<file path="src/rtl/trex_pkg.sv">
// Shared types and encodings for the dino vertical-motion engine.
package trex_pkg;

    typedef enum logic [1:0] {
        ST_GROUND = 2'b00,
        ST_DUCK   = 2'b01,
        ST_AIR    = 2'b10,
        ST_DEAD   = 2'b11
    } dinoState_e;

    localparam logic [1:0] POSE_STAND = 2'b00;
    localparam logic [1:0] POSE_DUCK  = 2'b01;
    localparam logic [1:0] POSE_AIR   = 2'b10;
    localparam logic [1:0] POSE_DEAD  = 2'b11;

    localparam logic [1:0] GS_IDLE = 2'b00;
    localparam logic [1:0] GS_RUN  = 2'b10;
    localparam logic [1:0] GS_DEAD = 2'b01;

    localparam int DEFAULT_GROUND_Y = 360;

    // Any encoding with the low bit set (01 or 11) means the game is over.
    function automatic logic isDead(input logic [1:0] gs);
        return (gs & GS_DEAD) != 2'b00;
    endfunction

endpackage

</file>
<file path="src/rtl/rise_edge_pulse.sv">
// Registered rising-edge detector: pulse is high while level is high and was low last cycle.
module rise_edge_pulse (
    input  logic clk,
    input  logic rst,
    input  logic level,
    output logic pulse
);

    logic levelPrev;

    always_ff @(posedge clk or negedge rst) begin
        if (!rst) begin
            levelPrev <= 1'b0;
        end else begin
            levelPrev <= level;
        end
    end

    assign pulse = level & ~levelPrev;

endmodule

</file>
<file path="src/rtl/dino_jump_physics.sv">
// Dino vertical kinematics: per-frame velocity, gravity, landing and ceiling clamps.
// Optional macro TREX_VARIABLE_JUMP_EN: releasing jump early caps upward speed for a low hop.
module dino_jump_physics
    import trex_pkg::*;
#(
    parameter int GROUND_Y   = DEFAULT_GROUND_Y,
    parameter int JUMP_V0    = 14,
    parameter int GRAVITY    = 1,
    parameter int V_MAX_FALL = 20,
    parameter int MAX_H      = 200
`ifdef TREX_VARIABLE_JUMP_EN
    ,
    parameter int CUT_V      = 4
`endif
) (
    input  logic       clk,
    input  logic       rst,
    input  logic       frame_tick,
    input  logic       jump,
    input  logic       duck,
    input  logic [1:0] game_state,
    output logic [8:0] dino_y,
    output logic [1:0] pose,
    output logic       airborne
);

    localparam logic [8:0]        GROUND_Y_U = 9'(GROUND_Y);
    localparam logic signed [6:0] JUMP_VEL   = 7'(JUMP_V0);
    localparam logic signed [7:0] GRAV_S     = 8'(GRAVITY);
    localparam logic signed [7:0] FALL_S     = 8'(-V_MAX_FALL);
    localparam logic signed [8:0] MAX_H_S    = 9'(MAX_H);
    localparam logic [7:0]        MAX_H_U    = 8'(MAX_H);
`ifdef TREX_VARIABLE_JUMP_EN
    localparam logic signed [6:0] CUT_VEL    = 7'(CUT_V);
`endif

    dinoState_e        state, stateNext;
    logic [7:0]        height, heightNext;
    logic signed [6:0] vel, velNext, velWork;
    logic signed [8:0] sum;
    logic signed [7:0] velDec;
    logic              jumpPending, jumpRise, jumpReq;
    logic [8:0]        dinoYNext;
    logic [1:0]        poseNext;
    logic              airborneNext;

    rise_edge_pulse uJumpEdge (
        .clk   (clk),
        .rst   (rst),
        .level (jump),
        .pulse (jumpRise)
    );

    // An edge landing on the tick cycle itself is honoured by that tick.
    assign jumpReq = jumpPending | jumpRise;

    always_ff @(posedge clk or negedge rst) begin
        if (!rst) begin
            jumpPending <= 1'b0;
        end else if (frame_tick) begin
            jumpPending <= 1'b0;
        end else if (jumpRise) begin
            jumpPending <= 1'b1;
        end
    end

    always_ff @(posedge clk or negedge rst) begin
        if (!rst) begin
            state    <= ST_GROUND;
            height   <= '0;
            vel      <= '0;
            dino_y   <= GROUND_Y_U;
            pose     <= POSE_STAND;
            airborne <= 1'b0;
        end else if (frame_tick) begin
            state    <= stateNext;
            height   <= heightNext;
            vel      <= velNext;
            dino_y   <= dinoYNext;
            pose     <= poseNext;
            airborne <= airborneNext;
        end
    end

    always_comb begin
        stateNext  = state;
        heightNext = height;
        velNext    = vel;
        velWork    = vel;
        sum        = '0;
        velDec     = '0;

        if (isDead(game_state)) begin
            stateNext = ST_DEAD;
        end else begin
            case (state)
                ST_GROUND: begin
                    if (jumpReq && (game_state == GS_IDLE || game_state == GS_RUN)) begin
                        stateNext = ST_AIR;
                        velNext   = JUMP_VEL;
                    end else if (duck && game_state == GS_RUN) begin
                        stateNext = ST_DUCK;
                    end
                end
                ST_DUCK: begin
                    if (jumpReq) begin
                        stateNext = ST_AIR;
                        velNext   = JUMP_VEL;
                    end else if (!duck) begin
                        stateNext = ST_GROUND;
                    end
                end
                ST_AIR: begin
`ifdef TREX_VARIABLE_JUMP_EN
                    if (!jump && velWork > CUT_VEL) begin
                        velWork = CUT_VEL;
                    end
`endif
                    sum = $signed({1'b0, height}) + $signed({{2{velWork[6]}}, velWork});
                    // Landing wins outright and skips gravity for this tick.
                    if (sum <= 9'sd0) begin
                        stateNext  = ST_GROUND;
                        heightNext = '0;
                        velNext    = '0;
                    end else begin
                        if (sum > MAX_H_S) begin
                            heightNext = MAX_H_U;
                            velWork    = '0;
                        end else begin
                            heightNext = sum[7:0];
                        end
                        velDec = $signed({velWork[6], velWork}) - GRAV_S;
                        if (velDec < FALL_S) begin
                            velNext = FALL_S[6:0];
                        end else begin
                            velNext = velDec[6:0];
                        end
                    end
                end
                ST_DEAD: begin
                    if (game_state == GS_IDLE) begin
                        stateNext  = ST_GROUND;
                        heightNext = '0;
                        velNext    = '0;
                    end
                end
                default: begin
                    stateNext = ST_GROUND;
                end
            endcase
        end
    end

    always_comb begin
        dinoYNext    = GROUND_Y_U - {1'b0, heightNext};
        airborneNext = (heightNext != 8'd0) || (velNext != 7'sd0);
        case (stateNext)
            ST_AIR:  poseNext = POSE_AIR;
            ST_DUCK: poseNext = POSE_DUCK;
            ST_DEAD: poseNext = POSE_DEAD;
            default: poseNext = POSE_STAND;
        endcase
    end

endmodule

</file>
<file path="config.mk">
export PLATFORM = sky130hd
export DESIGN_NAME = dino_jump_physics
export DESIGN_NICKNAME = d
export VERILOG_FILES = /design/src/rtl/trex_pkg.sv /design/src/rtl/rise_edge_pulse.sv /design/src/rtl/dino_jump_physics.sv
export SDC_FILE = /design/constraint.sdc
export NUM_CORES = 1
export LEC_CHECK = 0
export CAP_MARGIN = 25
export CORE_MARGIN = 1
export CORE_UTILIZATION = 54
export DETAILED_ROUTE_END_ITERATION = 7
export PLACE_DENSITY = 0.77
export SYNTH_ARGS = -nofsm -noshare
export SYNTH_HDL_FRONTEND = slang
export SYNTH_SLANG_ARGS = --single-unit
</file>
<file path="constraint.sdc">
create_clock -name clk -period 5 [get_ports clk]
set_input_delay 0.75 -clock clk [delete_from_list [all_inputs] [get_ports clk]]
set_output_delay 0.75 -clock clk [all_outputs]
set_load 0.05 [all_outputs]
</file>
==> metrics.txt, run 1 <==
outcome=complete, no violations; Antenna Nets Post-Route=0; fin area=0.00284 sq mm; WL met1=2.85 mm; simple-gate share of the synthesized area=23.9%; Initial DRT Pass Iterations=5; Main synth FF type=dfrtp_1; site row count=24; final worst-path cycle share=94.2%; Slew Viols, Final=0; ant diodes=0; mux share of post-synthesis cell area=3.24%; clock slew at reported path FFs=0.06 ns; sequential cell area fraction in the yosys report=29.7%; DP Wirelength=4.67 mm; power per cell area=716 mW/mm^2; Seq cells post-synth=30; CTS root buffer=clkbuf_8; Critical Path AT=4.87 ns; Fin. Hold Viols=0; cell chain of the critical path=ha_1 > inv_1 > fa_2 > nor2b_4 > o31a_1 > mux2_4 > o311ai_1 > nand3b_1 > nand2_2 > nand2_1 > ha_1 > o21ai_0 > nand2_1 > a21oi_1 > nor3_1 > nand2b_1 > a21oi_1 > o41ai_1 > or4_1 > o41a_1; Worst-Margin Slew=0.667 ns; Die X-Extent=70.7 microns; H-tree depth=2; CTS Buf Count=5; Ys Warns=0; Detailed Route WL=6.24 mm; fmax=0.212 GHz; Final Wtd Congestion=0.921; mean area per synthesized cell=8.49 sq um; Max VDD drop=0.000467 V; CTS tree=built; Tightest Hold Check Type=reg -> reg; first-pass GRT wire length=10.5 mm; total number of vias=2324; gr ovfl total=0; DIE AREA=0.00499 sq mm; Setup crit start kind=flip-flop; Initial Util=57.3%; Ports=19; Die Ht=70.7 microns; Met3 Wirelength=425 microns; total track usage=26.8%; CTS Sinks=30; average wire per cell in the routed design=17.0 microns; layout cells sized above 1=14.6%; clk_skew=0.00517 ns; Synth Cell Area=0.00255 sq mm; Top Layer Used=met4; Vias/cell=6.32; number of synthesized flops with an enable pin=0; Pleak=1.19 nW; commonest non-fill, non-tap cell in the layout=nor2_1; most frequent cells in the layout=nor2_1, a21oi_1, nand2_1; DR WL met2=2.83 mm; Synth async-reset ratio=100%; Final min period=4.71 ns; # DRC=0; # setup viols final=0; reg-to-reg setup timing slack=0.29 ns; Synth Area in Adders=5.70%; Post-Synthesis Cells=300; main combinational cell family by area after synthesis=compound AO/OA/AOI/OAI gates; vias in the first global route=2236; unrepaired setup endpoints after global routing=no; I/O Buffers=18; antenna violations before repair=0; maximum clock path buffer count=2; largest net degree at the start of global routing=31; NumNets Final=333; Post-CTS Hold Buffers=0; syn_nets=318; crit-path max cell delay=0.52 ns; CP Capture Type=flip-flop; DR iter-0 viols=158; Yosys cell types=71; clk_lat worst skew=0.28 ns; Compound-Gate Fraction of Synth Area=26.7%; XOR/XNOR Fraction of Synth Area=4.47%; CP required=5.16 ns; Setup TNS=0 ns; Max-slew headroom=54.4%; Worst Path Max Fanout=8; crit path kind=reg -> reg; core area=0.00444 sq mm; WHS=0.486 ns; Post-DP Area=0.00274 sq mm; Max-Cap Viols=0; Area Growth Syn to Fin=11.7%; Critical-path top delay cell=or4_1
-- layer usage --
metal,global-route usage [%],up-vias
met5,0,-
met4,10.0,0
met3,5.13,15
met2,42.7,89
met1,36.6,1100
li1,-,1120
-- cell families (layout without fill, tap and decap cells) --
group	Yosys count	count (layout)
compound gates	94	94
xor+xnor	13	13
fa+ha+maj	11	11
buf+inv	32	48
flops	30	30
mux	7	7
simple gates	113	113
-- report_power, final --
| part | leakage [nW] | internal [mW] | switching (mW) |
|---|---|---|---|
| sequential | 0.349 | 0.335 | 0.101 |
| clock | 0.0482 | 0.111 | 0.0885 |
| combinational | 0.793 | 0.589 | 0.812 |
| total | 1.19 | 1.03 | 1.00 |
-- registers in the layout, indices dropped and copies added, names as in the netlist --
register / count
jumpPending: 1
airborne: 1
height: 7
pose: 2
vel: 7
dino_y: 9
state: 2
uJumpEdge.levelPrev: 1
-- layout make-up --
type,count,area (sq um)
clock buffers,7,86.3
clock inverters,1,5.00
fillers,392,1600
inverters,13,48.8
multi-input cells,238,1630
flip-flops and latches,30,757
well taps,52,65.1
repair buffers,27,248
-- critical path: cells and delay by family (launching register included) --
kind | cells | cell delay (ns)
compound gates | 7 | 1.50
flops | 1 | 0.44
buf+inv | 1 | 0.06
fa+ha+maj | 3 | 0.80
mux | 1 | 0.33
simple gates | 8 | 1.44
-- timing repair --
item	4_1_cts	5_1_grt
endpoints found under the setup margin	0	1
buffers inserted	0	1
resized for setup	0	3
-- worst paths after layout --
path | startpoint | end | depth (start not counted)
setup reg to reg | vel[0] | airborne | 20
setup / recovery | vel[0] | airborne | 20
min in group asynchronous | rst | dino_y[4] | 2
max in group asynchronous | rst | dino_y[3] | 2
hold / removal | dino_y[6] | dino_y[6] | 2
hold reg to reg | dino_y[6] | dino_y[6] | 2
-- through the flow --
step | instances | utilization (%) | setup slack, ns | total power, mW
after floorplan | 300 | - | 0.230 | 1.51
after global placement | 359 | 61.6 | 0.277 | 1.79
after detailed placement | 359 | 61.6 | 0.185 | 1.79
after CTS | 367 | 63.7 | 0.130 | 2.01
after global routing | 368 | 64.0 | 0.00663 | 2.18
final | 368 | 64.0 | 0.288 | 2.04
-- cells in the mapped netlist, types with 4 or more instances --
cell type	count	area share, %
a21o_1	6	1.8
a21oi_1	28	5.5
a22oi_1	4	1.2
and2_1	4	0.98
buf_6	5	2.2
clkbuf_1	13	1.9
dfrtp_1	26	26
dfstp_2	4	4.1
ha_1	10	4.9
inv_1	12	1.8
mux2_2	6	2.7
nand2_1	27	4.0
nand3_1	9	1.8
nor2_1	33	4.9
nor3_1	5	0.98
o211ai_1	4	1.2
o21a_1	5	1.5
o21ai_0	15	2.9
xnor2_1	9	3.1
xor2_1	4	1.4
Power figures use the tool's default switching activity.
==> inputs of run 2 (changes only) <==
--- a/constraint.sdc
+++ b/constraint.sdc
@@ -3,2 +3,2 @@
 set_output_delay 0.75 -clock clk [all_outputs]
-set_load 0.05 [all_outputs]
+set_load 0.005 [all_outputs]
==> results of run 2 <==
Same layout as run 1 (identical final DEF). Status: complete, no violations.
Main changes from that run: total power 2.04 mW -> 1.91 mW; worst IR drop on VDD 0.000467 V -> 0.000401 V
